==> config.mk <==
export PLATFORM = sky130hd
export DESIGN_NAME = rf_write_arbiter_flat
export DESIGN_NICKNAME = d
export VERILOG_FILES = /design/src/rtl/rf_write_arbiter_if.sv /design/src/rtl/rf_write_arbiter.sv /design/src/flat_wrapper.sv
export SDC_FILE = /design/constraint.sdc
export NUM_CORES = 1
export LEC_CHECK = 0
export BUFFER_PORTS_ARGS = -buffer_cell sky130_fd_sc_hd__buf_4
export CAP_MARGIN = 20
export CORE_MARGIN = 2
export CORE_UTILIZATION = 45
export CTS_CLUSTER_DIAMETER = 150
export CTS_CLUSTER_SIZE = 16
export DETAILED_ROUTE_END_ITERATION = 12
export MAX_ROUTING_LAYER = met4
export PLACE_DENSITY = 0.83
export SLEW_MARGIN = 20
export SYNTH_ARGS = -nofsm -noshare
export SYNTH_HDL_FRONTEND = slang
export SYNTH_SLANG_ARGS = --single-unit
==> constraint.sdc <==
create_clock -name clk -period 5.3 [get_ports clk]
set_clock_uncertainty 0.15 [all_clocks]
set_input_delay 0.795 -clock clk [delete_from_list [all_inputs] [get_ports clk]]
set_output_delay 0.795 -clock clk [all_outputs]
set_load 0.02 [all_outputs]
==> src/rtl/rf_write_arbiter_if.sv <==
// Register-file write-port bundle: three requester handshakes plus the
// registered write port driven into the register file.
interface rf_write_arbiter_if #(
  parameter int W = 8
);
  logic         hold;
  logic         req0_valid;
  logic [2:0]   req0_addr;
  logic [W-1:0] req0_data;
  logic         req0_ready;
  logic         req1_valid;
  logic [2:0]   req1_addr;
  logic [W-1:0] req1_data;
  logic         req1_ready;
  logic         lr_valid;
  logic [W-1:0] lr_data;
  logic         lr_ready;
  logic         RegWrite;
  logic [2:0]   A3;
  logic [W-1:0] WD3;
  logic [1:0]   grant_id;

  modport master (
    output hold,
    output req0_valid, req0_addr, req0_data,
    output req1_valid, req1_addr, req1_data,
    output lr_valid, lr_data,
    input  req0_ready, req1_ready, lr_ready,
    input  RegWrite, A3, WD3, grant_id
  );

  modport slave (
    input  hold,
    input  req0_valid, req0_addr, req0_data,
    input  req1_valid, req1_addr, req1_data,
    input  lr_valid, lr_data,
    output req0_ready, req1_ready, lr_ready,
    output RegWrite, A3, WD3, grant_id
  );
endinterface

==> src/rtl/rf_write_arbiter.sv <==
// Single write-port arbiter for the register file: round-robin between ALU and
// load writeback, priority for link-register writes, and a starvation guard.
module rf_write_arbiter #(
  parameter int W        = 8,
  parameter int MAX_WAIT = 3,
  parameter int LR_ADDR  = 7
) (
  input  logic                 clk,
  input  logic                 reset,
  rf_write_arbiter_if.slave    bus
);

  typedef enum logic [1:0] {
    G_REQ0 = 2'd0,
    G_REQ1 = 2'd1,
    G_LR   = 2'd2,
    G_IDLE = 2'd3
  } grant_t;

  localparam logic [3:0] MAX_WAIT_W = 4'(MAX_WAIT);
  localparam logic [2:0] LR_A       = 3'(LR_ADDR);

  logic         r_rr;
  logic [3:0]   r_wait0;
  logic [3:0]   r_wait1;
  logic         r_reg_write;
  logic [2:0]   r_a3;
  logic [W-1:0] r_wd3;
  grant_t       r_grant_id;

  grant_t       w_grant;
  logic         w_starve0;
  logic         w_starve1;
  logic [2:0]   w_addr;
  logic [W-1:0] w_data;

  assign w_starve0 = bus.req0_valid && (r_wait0 >= MAX_WAIT_W);
  assign w_starve1 = bus.req1_valid && (r_wait1 >= MAX_WAIT_W);

  always_comb begin
    // NOTE: default every output first so no path through the block infers a latch.
    w_grant = G_IDLE;
    if (reset && !bus.hold) begin
      if (w_starve0 && w_starve1)              w_grant = r_rr ? G_REQ1 : G_REQ0;
      else if (w_starve0)                      w_grant = G_REQ0;
      else if (w_starve1)                      w_grant = G_REQ1;
      else if (bus.lr_valid)                   w_grant = G_LR;
      else if (bus.req0_valid && bus.req1_valid) w_grant = r_rr ? G_REQ1 : G_REQ0;
      else if (bus.req0_valid)                 w_grant = G_REQ0;
      else if (bus.req1_valid)                 w_grant = G_REQ1;
    end
  end

  always_comb begin
    w_addr = bus.req0_addr;
    w_data = bus.req0_data;
    case (w_grant)
      G_REQ1: begin
        w_addr = bus.req1_addr;
        w_data = bus.req1_data;
      end
      G_LR: begin
        w_addr = LR_A;
        w_data = bus.lr_data;
      end
      default: ;
    endcase
  end

  assign bus.req0_ready = (w_grant == G_REQ0);
  assign bus.req1_ready = (w_grant == G_REQ1);
  assign bus.lr_ready   = (w_grant == G_LR);

  // NOTE: sequential state uses non-blocking assignments so every register
  // samples the pre-edge values regardless of statement order.
  always_ff @(posedge clk) begin
    if (!reset) begin
      r_rr        <= 1'b0;
      r_wait0     <= 4'd0;
      r_wait1     <= 4'd0;
      r_reg_write <= 1'b0;
      r_a3        <= 3'd0;
      r_wd3       <= '0;
      r_grant_id  <= G_IDLE;
    end else begin
      r_grant_id  <= w_grant;
      r_reg_write <= (w_grant != G_IDLE);
      if (w_grant != G_IDLE) begin
        r_a3  <= w_addr;
        r_wd3 <= w_data;
      end

      if (w_grant == G_REQ0)      r_rr <= 1'b1;
      else if (w_grant == G_REQ1) r_rr <= 1'b0;

      // Blocked cycles include hold cycles, so a long hold leaves both starving.
      if (!bus.req0_valid || w_grant == G_REQ0) r_wait0 <= 4'd0;
      else if (r_wait0 != 4'hF)                 r_wait0 <= r_wait0 + 4'd1;

      if (!bus.req1_valid || w_grant == G_REQ1) r_wait1 <= 4'd0;
      else if (r_wait1 != 4'hF)                 r_wait1 <= r_wait1 + 4'd1;
    end
  end

  assign bus.RegWrite = r_reg_write;
  assign bus.A3       = r_a3;
  assign bus.WD3      = r_wd3;
  assign bus.grant_id = r_grant_id;

endmodule
==> src/flat_wrapper.sv <==
// flat-port wrapper written by rule: the top's interface ports become plain ports
module rf_write_arbiter_flat 
#(
  parameter int W        = 8,
  parameter int MAX_WAIT = 3,
  parameter int LR_ADDR  = 7
)
  (clk, reset, bus_hold, bus_req0_valid, bus_req0_addr, bus_req0_data, bus_req1_valid, bus_req1_addr, bus_req1_data, bus_lr_valid, bus_lr_data, bus_req0_ready, bus_req1_ready, bus_lr_ready, bus_RegWrite, bus_A3, bus_WD3, bus_grant_id);
  rf_write_arbiter_if #(.W(W)) bus_i ();
  input  logic clk;
  input  logic reset;
  input wire logic [$bits(bus_i.hold)-1:0] bus_hold;
  input wire logic [$bits(bus_i.req0_valid)-1:0] bus_req0_valid;
  input wire logic [$bits(bus_i.req0_addr)-1:0] bus_req0_addr;
  input wire logic [$bits(bus_i.req0_data)-1:0] bus_req0_data;
  input wire logic [$bits(bus_i.req1_valid)-1:0] bus_req1_valid;
  input wire logic [$bits(bus_i.req1_addr)-1:0] bus_req1_addr;
  input wire logic [$bits(bus_i.req1_data)-1:0] bus_req1_data;
  input wire logic [$bits(bus_i.lr_valid)-1:0] bus_lr_valid;
  input wire logic [$bits(bus_i.lr_data)-1:0] bus_lr_data;
  output wire logic [$bits(bus_i.req0_ready)-1:0] bus_req0_ready;
  output wire logic [$bits(bus_i.req1_ready)-1:0] bus_req1_ready;
  output wire logic [$bits(bus_i.lr_ready)-1:0] bus_lr_ready;
  output wire logic [$bits(bus_i.RegWrite)-1:0] bus_RegWrite;
  output wire logic [$bits(bus_i.A3)-1:0] bus_A3;
  output wire logic [$bits(bus_i.WD3)-1:0] bus_WD3;
  output wire logic [$bits(bus_i.grant_id)-1:0] bus_grant_id;
  assign bus_i.hold = bus_hold;
  assign bus_i.req0_valid = bus_req0_valid;
  assign bus_i.req0_addr = bus_req0_addr;
  assign bus_i.req0_data = bus_req0_data;
  assign bus_i.req1_valid = bus_req1_valid;
  assign bus_i.req1_addr = bus_req1_addr;
  assign bus_i.req1_data = bus_req1_data;
  assign bus_i.lr_valid = bus_lr_valid;
  assign bus_i.lr_data = bus_lr_data;
  assign bus_req0_ready = bus_i.req0_ready;
  assign bus_req1_ready = bus_i.req1_ready;
  assign bus_lr_ready = bus_i.lr_ready;
  assign bus_RegWrite = bus_i.RegWrite;
  assign bus_A3 = bus_i.A3;
  assign bus_WD3 = bus_i.WD3;
  assign bus_grant_id = bus_i.grant_id;
  rf_write_arbiter #(.W(W), .MAX_WAIT(MAX_WAIT), .LR_ADDR(LR_ADDR)) u_core (.clk(clk), .reset(reset), .bus(bus_i));
endmodule
==> results.md <==
* Synth Cell Area at 1096 µm²
* Post-synth EDFFs at 0
* Share of power burned in registers at 54.4%
* CP Data Required Time at 4.36 ns
* Status: completed
* CTS buffer count at 3
* Gp weighted congestion at 0.8128
* Vias in the first global route at 959
* Worst-Skew Late Latency at 0.29 ns
* Relative slew slack at 56.81%
* Die Area at 2846 µm²
* Crit path time final at 3.626 ns
* Final Instance Area at 1545 µm²
* DR WL/cell at 12.76 µm
* Antenna violations before repair at 0
* Mapped Avg Cell Area at 9.786 µm²
* Post-CTS Setup Bufs at 0
* Cell variety after synth at 28
* Gr ovfl total at 0
* Initial Util at 48.61%
* DRC violations left at 0
* P_sw at 0.09378 mW
* Row count at 17
* Final setup violation count at 0
* 1st-iter DRT viols at 9
* Pin count of the biggest net entering global routing at 22
* Clock power share at 21.9%
* Post-CTS Hold Buffers at 0
* RSZ-0062 raised after global routing: false
* Leak Pwr at 0.6521 nW
* Critical Path Source Type: flop
* Clk slew on worst S/H paths at 0.12 ns
* Die H at 53.35 µm
* FF+latch count, synth at 23
* Layout cell share with drive strength beyond 1 at 37.80%
* Worst slew pin tran at 0.6478 ns
* Hpwl dp at 1.926 mm
* Final ANT Viol Nets at 0
* Net Sw Frac at 26.90%
* Drt total wl at 2.450 mm
* Hold WC Path Type: reg -> reg
* Ant diodes at 0
* Global-route wire length before repair at 3.877 mm
* Endpoints failing hold at 0
* Die W at 53.35 µm
* Power per cell area at 225.6 nW/µm²
* Max Cap Viol at 0
* Power Internal at 0.2549 mW
* Syn Nets at 150
* CTS tree: done
* Port bufs at 52
* CTS max path bufs at 2
* Register area share after synthesis at 42.01%
* Ys Warns at 0
* Critical Path Sink Type: primary output
* Fin. max-slew vios at 0
* Nets at 203
* DP Area at 1518 µm²
* TNS Setup at 0 ns
* Synth Instances at 112
* Ys flop type: dfxtp_1
* Reg2reg setup slack at 2.59 ns
* Max IR drop VDD at 138.1 µV
* Total track usage at 18.29%
* CORE AREA at 2255 µm²
* Maximum clock frequency at 275.8 MHz
* Critical-path maximum fanout at 17
* Via count at 1,045
* Area grow syn2layout at 40.98%
* Clock Sinks at 23
* 1st-pass router iterations at 4
* Final worst-path cycle share at 68.42%
* Routed vias/inst at 5.443
* Comb pwr share at 23.8%
* Async SR Flop Fraction at 0%
* Post_cts resized at 0
* # H-tree levels at 1
* CTS Root Cell: clkbuf_4
* Critical Path AT at 2.68 ns
* Critical path class: reg -> out
* # IOs at 53
registers in the layout, summed over array words and instances (netlist names):
name                 count
u_core.r_wait1           4
u_core.bus.WD3           8
u_core.bus.RegWrite      1
u_core.bus.grant_id      2
u_core.r_wait0           4
u_core.bus.A3            3
u_core.r_rr              1
final cells by class:
| type | count | area (µm²) |
|---|---|---|
| clock inverter | 1 | 5.005 |
| timing repair buffer | 53 | 397.9 |
| tap | 28 | 35.03 |
| sequential | 23 | 460.4 |
| multi-input combinational | 82 | 614.3 |
| inverter | 2 | 10.01 |
| clock buffer | 3 | 22.52 |
| fill | 183 | 709.4 |
power by group through the flow:
stage                     Combinational (mW)  Sequential (mW)  Clock [mW]
after global routing                  0.0897            0.191      0.0870
after global placement                0.0817            0.193           0
final                                 0.0828            0.190      0.0762
after CTS                             0.0837            0.190      0.0799
after floorplan                       0.0312            0.204           0
after detailed placement              0.0834            0.193           0
layout by cell type (no fill, tap or decap):
cell type  instances
clkinv_2           1
xnor2_1            2
nand3b_1           2
o21ai_0            2
ha_1               2
nand2_1            3
buf_4             53
a31oi_1            2
a311oi_4           1
nand2b_1           1
o21a_1             1
a211oi_1           1
mux2i_1           18
a2111oi_4          1
o31a_1             2
inv_1              1
nand3_1            4
dfxtp_1           23
inv_4              1
nor3b_1            2
o22ai_1            8
o31ai_1            5
nor2_1            11
clkbuf_4           3
o211ai_2           2
nor3_1            11
and2_1             1
worst max-delay path, cell delays in order (launching register included):
cell,delay [ns]
dfxtp_1,0.37
ha_1,0.27
o31ai_1,0.42
nor2_1,0.14
a2111oi_4,0.66
inv_4,0.19
nor2_1,0.18
buf_4,0.16
metrics by stage:
stage / setup slack, ns / power [mW] / cells / hold WS, ns / utilization [%]
finish: 1.674 / 0.3487 / 192 / 0.4048 / 68.54
global route: 1.371 / 0.3677 / 192 / 0.4566 / 68.54
CTS: 1.651 / 0.3533 / 192 / 0.4109 / 68.54
detailed placement: 1.970 / 0.2769 / 188 / 0.3819 / 67.31
global placement: 2.009 / 0.2747 / 188 / 0.3738 / 67.31
floorplan: 2.076 / 0.2351 / 112 / 0.3615 / -
cells in the mapped netlist (2+ instances only):
cell type	number	share of area [%]
dfxtp_1	23	42
mux2i_1	18	16
nor2_1	11	3.8
nor3_1	11	5.0
o22ai_1	8	4.6
o31ai_1	5	3.4
nand3_1	4	1.8
nand2_1	3	1.0
a31oi_1	2	1.1
buf_2	2	0.91
ha_1	2	2.3
nand3b_1	2	1.4
nor3b_1	2	1.4
o211ai_2	2	2.3
o21ai_0	2	0.91
o31a_1	2	1.6
xnor2_1	2	1.6
logic make-up after synthesis:
group | share of synthesized area [%]
adder cells (fa/ha/maj) | 2.283
buffers and inverters | 3.538
multiplexers | 16.44
AO/OA/AOI/OAI | 18.61
AND/OR/NAND/NOR | 15.52
XOR/XNOR | 1.598
flip-flops | 42.01
metal layers:
layer	vias up	GRT usage (%)	wire, µm
met5	-	-	0
met4	0	2.991	21
met3	4	3.672	246
met2	41	31.69	1135
met1	476	22.18	1047
li1	524	-	-
worst paths after layout:
path / startpoint / end / cells past startpoint
setup / recovery: u_core.r_wait1[0] / bus_req0_ready / 7
hold / removal: u_core.bus.WD3[2] / u_core.bus.WD3[2] / 2
setup reg to reg: u_core.r_wait1[0] / u_core.bus.WD3[7] / 7
hold reg to reg: u_core.bus.WD3[2] / u_core.bus.WD3[2] / 2
Note: power is estimated with default switching activity, not from simulation.
